[src/rtl/scale_frame_writer.sv]
// Frame writer on the sram_clk domain: buffers scaled RGB565 pixels in a FWFT FIFO and
// issues line-aligned burst writes (address + length) to the frame-buffer controller.
module scale_frame_writer #(
    parameter int DATA_W     = 16,
    parameter int ADDR_W     = 24,
    parameter int BURST_MAX  = 16,
    parameter int FIFO_DEPTH = 64
) (
    input  logic                        sram_clk,
    input  logic                        sys_rst,
    input  logic                        frame_start,
    input  logic [11:0]                 t_width,
    input  logic [11:0]                 t_height,
    input  logic [ADDR_W-1:0]           frame_base,
    input  logic [ADDR_W-1:0]           line_stride,
    input  logic [DATA_W-1:0]           pix_data,
    input  logic                        pix_valid,
    output logic                        wr_req,
    output logic [ADDR_W-1:0]           wr_addr,
    output logic [7:0]                  wr_len,
    input  logic                        wr_ack,
    output logic [DATA_W-1:0]           wr_data,
    input  logic                        wr_data_rd,
    output logic                        frame_done,
    output logic                        overflow,
    output logic [$clog2(FIFO_DEPTH):0] fifo_level
);
    localparam int PTR_W = $clog2(FIFO_DEPTH);
    localparam int LVL_W = PTR_W + 1;

    typedef enum logic [2:0] {S_IDLE, S_WAIT, S_REQ, S_XFER, S_DONE} state_t;

    state_t            state_q, state_d;
    logic [DATA_W-1:0] fifo_mem [FIFO_DEPTH];
    logic [PTR_W-1:0]  wr_ptr_q, wr_ptr_d, rd_ptr_q, rd_ptr_d;
    logic [LVL_W-1:0]  level_q, level_d;
    logic [11:0]       w_q, w_d, h_q, h_d, x_q, x_d, y_q, y_d;
    logic [23:0]       total_q, total_d, in_cnt_q, in_cnt_d;
    logic [ADDR_W-1:0] stride_q, stride_d, line_addr_q, line_addr_d;
    logic [ADDR_W-1:0] wr_addr_q, wr_addr_d;
    logic [7:0]        wr_len_q, wr_len_d, beat_q, beat_d;
    logic              overflow_q, overflow_d, wr_req_q, wr_req_d, done_q, done_d;
    logic              pend_q, pend_d;
    logic [11:0]       pw_q, pw_d, ph_q, ph_d;
    logic [ADDR_W-1:0] pbase_q, pbase_d, pstride_q, pstride_d;

    logic [11:0]       sel_w, sel_h, rem, x_end;
    logic [ADDR_W-1:0] sel_base, sel_stride;
    logic [23:0]       sel_total;
    logic [7:0]        len_c;
    logic              pop, push, drop, can_take, restart;
    logic [PTR_W-1:0]  wr_idx;

    // A frame_start seen now takes precedence over one parked during a burst.
    assign sel_w      = frame_start ? t_width     : pw_q;
    assign sel_h      = frame_start ? t_height    : ph_q;
    assign sel_base   = frame_start ? frame_base  : pbase_q;
    assign sel_stride = frame_start ? line_stride : pstride_q;
    assign sel_total  = 24'(sel_w) * 24'(sel_h);

    assign rem   = w_q - x_q;
    assign len_c = (rem > 12'(BURST_MAX)) ? 8'(BURST_MAX) : rem[7:0];
    assign x_end = x_q + 12'(wr_len_q);
    assign pop   = (state_q == S_XFER) && wr_data_rd && (level_q != '0);

    // NOTE: every signal driven here gets a default first, so no path leaves a value held (no latch).
    always_comb begin
        state_d     = state_q;
        w_d         = w_q;
        h_d         = h_q;
        x_d         = x_q;
        y_d         = y_q;
        total_d     = total_q;
        stride_d    = stride_q;
        line_addr_d = line_addr_q;
        wr_addr_d   = wr_addr_q;
        wr_len_d    = wr_len_q;
        beat_d      = beat_q;
        overflow_d  = overflow_q;
        wr_req_d    = wr_req_q;
        done_d      = 1'b0;
        pend_d      = pend_q;
        pw_d        = pw_q;
        ph_d        = ph_q;
        pbase_d     = pbase_q;
        pstride_d   = pstride_q;
        restart     = 1'b0;
        can_take    = 1'b0;
        push        = 1'b0;
        drop        = 1'b0;
        wr_idx      = wr_ptr_q;
        rd_ptr_d    = rd_ptr_q;
        wr_ptr_d    = wr_ptr_q;
        level_d     = level_q;
        in_cnt_d    = in_cnt_q;

        case (state_q)
            S_IDLE: restart = frame_start;
            S_WAIT: begin
                if (frame_start) begin
                    restart = 1'b1;
                end else if (8'(level_q) >= len_c) begin
                    state_d   = S_REQ;
                    wr_req_d  = 1'b1;
                    wr_addr_d = line_addr_q + ADDR_W'(x_q);
                    wr_len_d  = len_c;
                end
            end
            S_REQ: begin
                if (frame_start) begin
                    restart = 1'b1;
                end else if (wr_ack) begin
                    state_d  = S_XFER;
                    wr_req_d = 1'b0;
                    beat_d   = wr_len_q;
                end
            end
            S_XFER: begin
                if (frame_start) begin
                    pend_d    = 1'b1;
                    pw_d      = t_width;
                    ph_d      = t_height;
                    pbase_d   = frame_base;
                    pstride_d = line_stride;
                end
                if (pop) begin
                    beat_d = beat_q - 8'd1;
                    if (beat_q == 8'd1) begin
                        if (x_end == w_q) begin
                            x_d         = '0;
                            y_d         = y_q + 12'd1;
                            line_addr_d = line_addr_q + stride_q;
                        end else begin
                            x_d = x_end;
                        end
                        if (frame_start || pend_q) begin
                            restart = 1'b1;
                        end else if ((x_end == w_q) && (y_q + 12'd1 == h_q)) begin
                            state_d = S_DONE;
                            done_d  = 1'b1;
                        end else begin
                            state_d = S_WAIT;
                        end
                    end
                end
            end
            S_DONE: begin
                state_d = S_IDLE;
                restart = frame_start;
            end
            default: state_d = S_IDLE;
        endcase

        if (restart) begin
            w_d         = sel_w;
            h_d         = sel_h;
            stride_d    = sel_stride;
            line_addr_d = sel_base;
            total_d     = sel_total;
            x_d         = '0;
            y_d         = '0;
            beat_d      = '0;
            overflow_d  = 1'b0;
            wr_req_d    = 1'b0;
            pend_d      = 1'b0;
            if ((sel_w == '0) || (sel_h == '0)) begin
                state_d = S_IDLE;
                done_d  = 1'b1;
            end else begin
                state_d = S_WAIT;
            end
        end

        // The flush on restart happens before this cycle's pixel is accepted into the new frame.
        can_take = pix_valid && (restart || (state_q != S_IDLE)) &&
                   ((restart ? 24'd0 : in_cnt_q) < (restart ? sel_total : total_q));
        push     = can_take && (restart || (level_q != LVL_W'(FIFO_DEPTH)));
        drop     = can_take && !push;
        if (drop) overflow_d = 1'b1;

        if (restart) begin
            wr_idx   = '0;
            rd_ptr_d = '0;
            wr_ptr_d = PTR_W'(push);
            level_d  = LVL_W'(push);
            in_cnt_d = 24'(push);
        end else begin
            rd_ptr_d = rd_ptr_q + PTR_W'(pop);
            wr_ptr_d = wr_ptr_q + PTR_W'(push);
            level_d  = level_q + LVL_W'(push) - LVL_W'(pop);
            in_cnt_d = in_cnt_q + 24'(push);
        end
    end

    // NOTE: sequential state uses non-blocking assignments so every register samples pre-edge values.
    always_ff @(posedge sram_clk) begin
        if (sys_rst) begin
            state_q     <= S_IDLE;
            wr_ptr_q    <= '0;
            rd_ptr_q    <= '0;
            level_q     <= '0;
            w_q         <= '0;
            h_q         <= '0;
            x_q         <= '0;
            y_q         <= '0;
            total_q     <= '0;
            in_cnt_q    <= '0;
            stride_q    <= '0;
            line_addr_q <= '0;
            wr_addr_q   <= '0;
            wr_len_q    <= '0;
            beat_q      <= '0;
            overflow_q  <= 1'b0;
            wr_req_q    <= 1'b0;
            done_q      <= 1'b0;
            pend_q      <= 1'b0;
            pw_q        <= '0;
            ph_q        <= '0;
            pbase_q     <= '0;
            pstride_q   <= '0;
        end else begin
            state_q     <= state_d;
            wr_ptr_q    <= wr_ptr_d;
            rd_ptr_q    <= rd_ptr_d;
            level_q     <= level_d;
            w_q         <= w_d;
            h_q         <= h_d;
            x_q         <= x_d;
            y_q         <= y_d;
            total_q     <= total_d;
            in_cnt_q    <= in_cnt_d;
            stride_q    <= stride_d;
            line_addr_q <= line_addr_d;
            wr_addr_q   <= wr_addr_d;
            wr_len_q    <= wr_len_d;
            beat_q      <= beat_d;
            overflow_q  <= overflow_d;
            wr_req_q    <= wr_req_d;
            done_q      <= done_d;
            pend_q      <= pend_d;
            pw_q        <= pw_d;
            ph_q        <= ph_d;
            pbase_q     <= pbase_d;
            pstride_q   <= pstride_d;
        end
    end

    // NOTE: the storage array is not reset; the pointers and level define which words are valid.
    always_ff @(posedge sram_clk) begin
        if (push) fifo_mem[wr_idx] <= pix_data;
    end

    assign wr_data    = (level_q != '0) ? fifo_mem[rd_ptr_q] : '0;
    assign wr_req     = wr_req_q;
    assign wr_addr    = wr_addr_q;
    assign wr_len     = wr_len_q;
    assign frame_done = done_q;
    assign overflow   = overflow_q;
    assign fifo_level = level_q;

endmodule
[config.mk]
export PLATFORM = sky130hd
export DESIGN_NAME = scale_frame_writer
export DESIGN_NICKNAME = d
export VERILOG_FILES = /design/src/rtl/scale_frame_writer.sv
export SDC_FILE = /design/constraint.sdc
export NUM_CORES = 2
export LEC_CHECK = 0
export BUFFER_PORTS_ARGS = -buffer_cell sky130_fd_sc_hd__buf_2
export CAP_MARGIN = 20
export CORE_MARGIN = 2
export CORE_UTILIZATION = 50
export DETAILED_ROUTE_END_ITERATION = 16
export GPL_TIMING_DRIVEN = 0
export PLACE_DENSITY = 0.68
export SLEW_MARGIN = 25
export SYNTH_ARGS = -nofsm -noshare
export SYNTH_HDL_FRONTEND = slang
export SYNTH_SLANG_ARGS = --single-unit
export TNS_END_PERCENT = 5
[constraint.sdc]
create_clock -name sram_clk -period 12.85 [get_ports sram_clk]
set_input_delay 0.6425 -clock sram_clk [delete_from_list [all_inputs] [get_ports sram_clk]]
set_output_delay 0.6425 -clock sram_clk [all_outputs]
set_load 0.01 [all_outputs]
==> impl_metrics.csv <==
group,metric,value,unit
cts,ctsResizeCount,0,
global_routing,grt_pass1_vias,36000,
yosys,synth.distinct_cells,90,
floorplan,start_util,0.505,
sta,rsz0062_at_grt,"no",
setup_path,worstSetupEndpointType,"register",
setup_path,arrival,12710,ps
layout,syn_to_final_growth,13.8,%
global_routing,use_met1,0.376,
yosys,synth.top_cell.area_share,0.515,
global_routing,grt_use_met3,0.0576,
route,via_per_inst,6.07,
sta,finalHoldViolations,0,
global_routing,gr-max-usage-layer,"met2",
global_routing,grt_usage,0.263,
sta,period_needed,12100,ps
yosys,syn_inst,4016,
layout,layout_commonest_cell,"edfxtp_1",
setup_path,startpoint_type,"primary input",
sta,finalCritPeriodShare,0.941,
yosys,avgSynthCellArea,14.9,µm²
cts,numCtsBuffers,136,
yosys,synth_edf_count,1024,
cts,cts_setup_buffers,0,
cts,cts_tree,"built",
place,finalWeightedCongestion,0.919,
cts,clk_latency,770,ps
yosys,synth_area,59700,µm²
layout,nNetsFinal,4740,
global_routing,grt_pass1_wl,235000,µm
global_routing,met2_usage,0.404,
yosys,yosysSeqAreaShare,0.610,
power,power_density,138,nW/µm²
floorplan,placementRows,126,
layout,drive_above_1_share,0.205,
setup_path,crit_family,"adder cells",
route,postRouteAntennaNets,0,
sta,setup_viol,0,
job,cap_violations,0,
layout,stdcell_count,6027,
route,dr.pass1.iters,5,
place,dpl.hpwl,111000,µm
floorplan,coreArea,118000,µm²
route,wl_per_cell,26.4,µm
yosys,synth_top_flop_cell,"edfxtp_1",
power,total_power,0.00939,W
route,drtIter0Drc,4121,
cts,htreeDepth,4,
place,placed_cells,5775,
cts,clkTransAtPathRegs,60,ps
sta,drv_slew,0,
layout,final_cell_mix,"1,024 x edfxtp_1, 336 x mux4_2, 304 x nand2_1",
setup_path,path_buf_inv,8,
worst_hold_path,worstHoldPathType,"in2reg",
sta,setup_tns,0,ps
floorplan,die_h,349,µm
sta,skew,42.5,ps
power,ir_drop,0.000124,V
global_routing,antenna_found_initial,8,
cts,clock-root-buffer,"clkbuf_16",
floorplan,ios,152,
yosys,synth_top_area_cell,"edfxtp_1",
setup_path,slowest_delay,850,ps
floorplan,die_w,349,µm
setup_path,critPathKind,"in2reg",
cts,clockBufferDepth,3,
setup_path,path_common_cell,"ha_1",
cts,cts_sinks,1306,
sta,fmax,0.0827,GHz
floorplan,dieArea,122000,µm²
layout,finish.utilization,0.574,
setup_path,critPathRequiredTime,13470,ps
global_routing,grt_overflow,0,
sta,tightest_slew,1120,ps
global_routing,grt_max_degree,65,
yosys,netlist_top_cells_area,"edfxtp_1 52%, mux4_2 13%, dfxtp_1 9.5%",
place,io_buffers,149,
yosys,ys_warn_count,0,
sta,slew-limit-headroom,0.257,
run_status,outcome,"complete, no violations",
route,drc_errors,0,
route,routed-via-count,36600,
setup_path,slowest_stage,"mux2i_1",
power,leakage,23.3,nW
yosys,ys_ff_latch,1306,
route,routed_wl,159000,µm
yosys,synth-async-reset-ratio,0,
setup_path,path_max_fanout,10,
cts,cts_hold_buf,0,
## synthesized netlist by cell type (5+ instances only)
library cell	count
a21oi_1	165
and3_1	29
o21ai_1	5
xor2_1	66
nand2_1	304
nor2_1	357
or2_2	10
nand2b_1	15
buf_1	47
a211oi_1	93
mux2i_1	86
and2_1	29
nor2b_1	32
nand3_1	47
mux2_2	31
nor3_1	35
o21ai_0	63
inv_1	176
a211o_1	6
fa_1	105
o21bai_1	5
o22ai_1	14
edfxtp_1	1024
clkbuf_1	138
nand3b_1	6
mux4_2	336
o211ai_1	10
a21o_1	41
a31oi_1	18
or3_1	31
dfxtp_1	282
nor4_1	19
or4_1	8
nand4_1	20
o21a_1	17
xnor2_1	64
buf_2	16
o2111ai_1	7
ha_1	164
a2111oi_0	5
## flip-flops by register name, summed over array words and instances (netlist names)
register / cells
w_q: 12
pstride_q: 24
ph_q: 12
fifo_level: 7
wr_addr: 24
pw_q: 12
stride_q: 24
pend_q: 1
pbase_q: 24
h_q: 12
wr_req: 1
wr_ptr_q: 6
line_addr_q: 24
total_q: 24
x_q: 12
frame_done: 1
in_cnt_q: 24
rd_ptr_q: 6
state_q: 3
beat_q: 8
overflow: 1
fifo_mem: 1024
wr_len: 8
y_q: 12
## cell families (layout without fill, tap and decap cells)
| kind of cell | Yosys count | in the layout | synth area share |
|---|---|---|---|
| AO/OA/AOI/OAI | 508 | 508 | 0.0560 |
| XOR/XNOR | 130 | 130 | 0.0191 |
| adder cells (fa/ha/maj) | 269 | 269 | 0.0696 |
| buffers and inverters | 380 | 853 | 0.0244 |
| flip-flops | 1306 | 1306 | 0.610 |
| multiplexers | 454 | 454 | 0.147 |
| other | 1 | 3 | 0.0000628 |
| AND/OR/NAND/NOR | 968 | 968 | 0.0737 |
## path summary, 6_finish.rpt
| path | startpoint | to | slack [ps] | cells after the start |
|---|---|---|---|---|
| worst max-delay path | frame_start | in_cnt_q[22] | 750 | 36 |
| worst min-delay path | line_stride[19] | pstride_q[19] | 130 | 3 |
| worst min register to register | wr_addr[6] | wr_addr[6] | 450 | 2 |
| worst max register to register | ph_q[4] | in_cnt_q[22] | 2760 | 31 |
## layer usage
layer / routed length [µm] / vias up
li1: - / 16000
met1: 65900 / 18600
met2: 72700 / 1729
met3: 15700 / 254
met4: 4600 / 6
met5: 37 / -
## report_power, final
part	switching (W)	total, W	internal [W]	leakage (nW)
Sequential	0.0000341	0.00462	0.00458	11.5
Combinational	0.000506	0.000749	0.000243	9.62
Clock	0.00169	0.00403	0.00234	2.23
Total	0.00222	0.00939	0.00717	23.3
## stage by stage
stage	worst slack, ps	area (µm²)	hold WS, ps
after floorplan	2670	59700	432
after global placement	-1480	62300	440
after detailed placement	-136	63300	443
after CTS	631	67900	86.6
after global routing	139	67900	125
final	755	67900	129
## cell type report
type / count / area [µm²]
fillers: 9115 / 50300
flip-flops and latches: 1306 / 36400
multi-input cells: 2331 / 22000
clock buffers: 177 / 3710
well taps: 1536 / 1920
repair buffers: 222 / 1500
clock inverters: 74 / 857
plain buffers: 203 / 812
inverters: 177 / 664
diodes: 1 / 2.50
## worst min-delay path: stages
cell	delay, ps
buf_2	110
nand2_1	50
a21oi_1	50
Power figures use the tool's default switching activity.
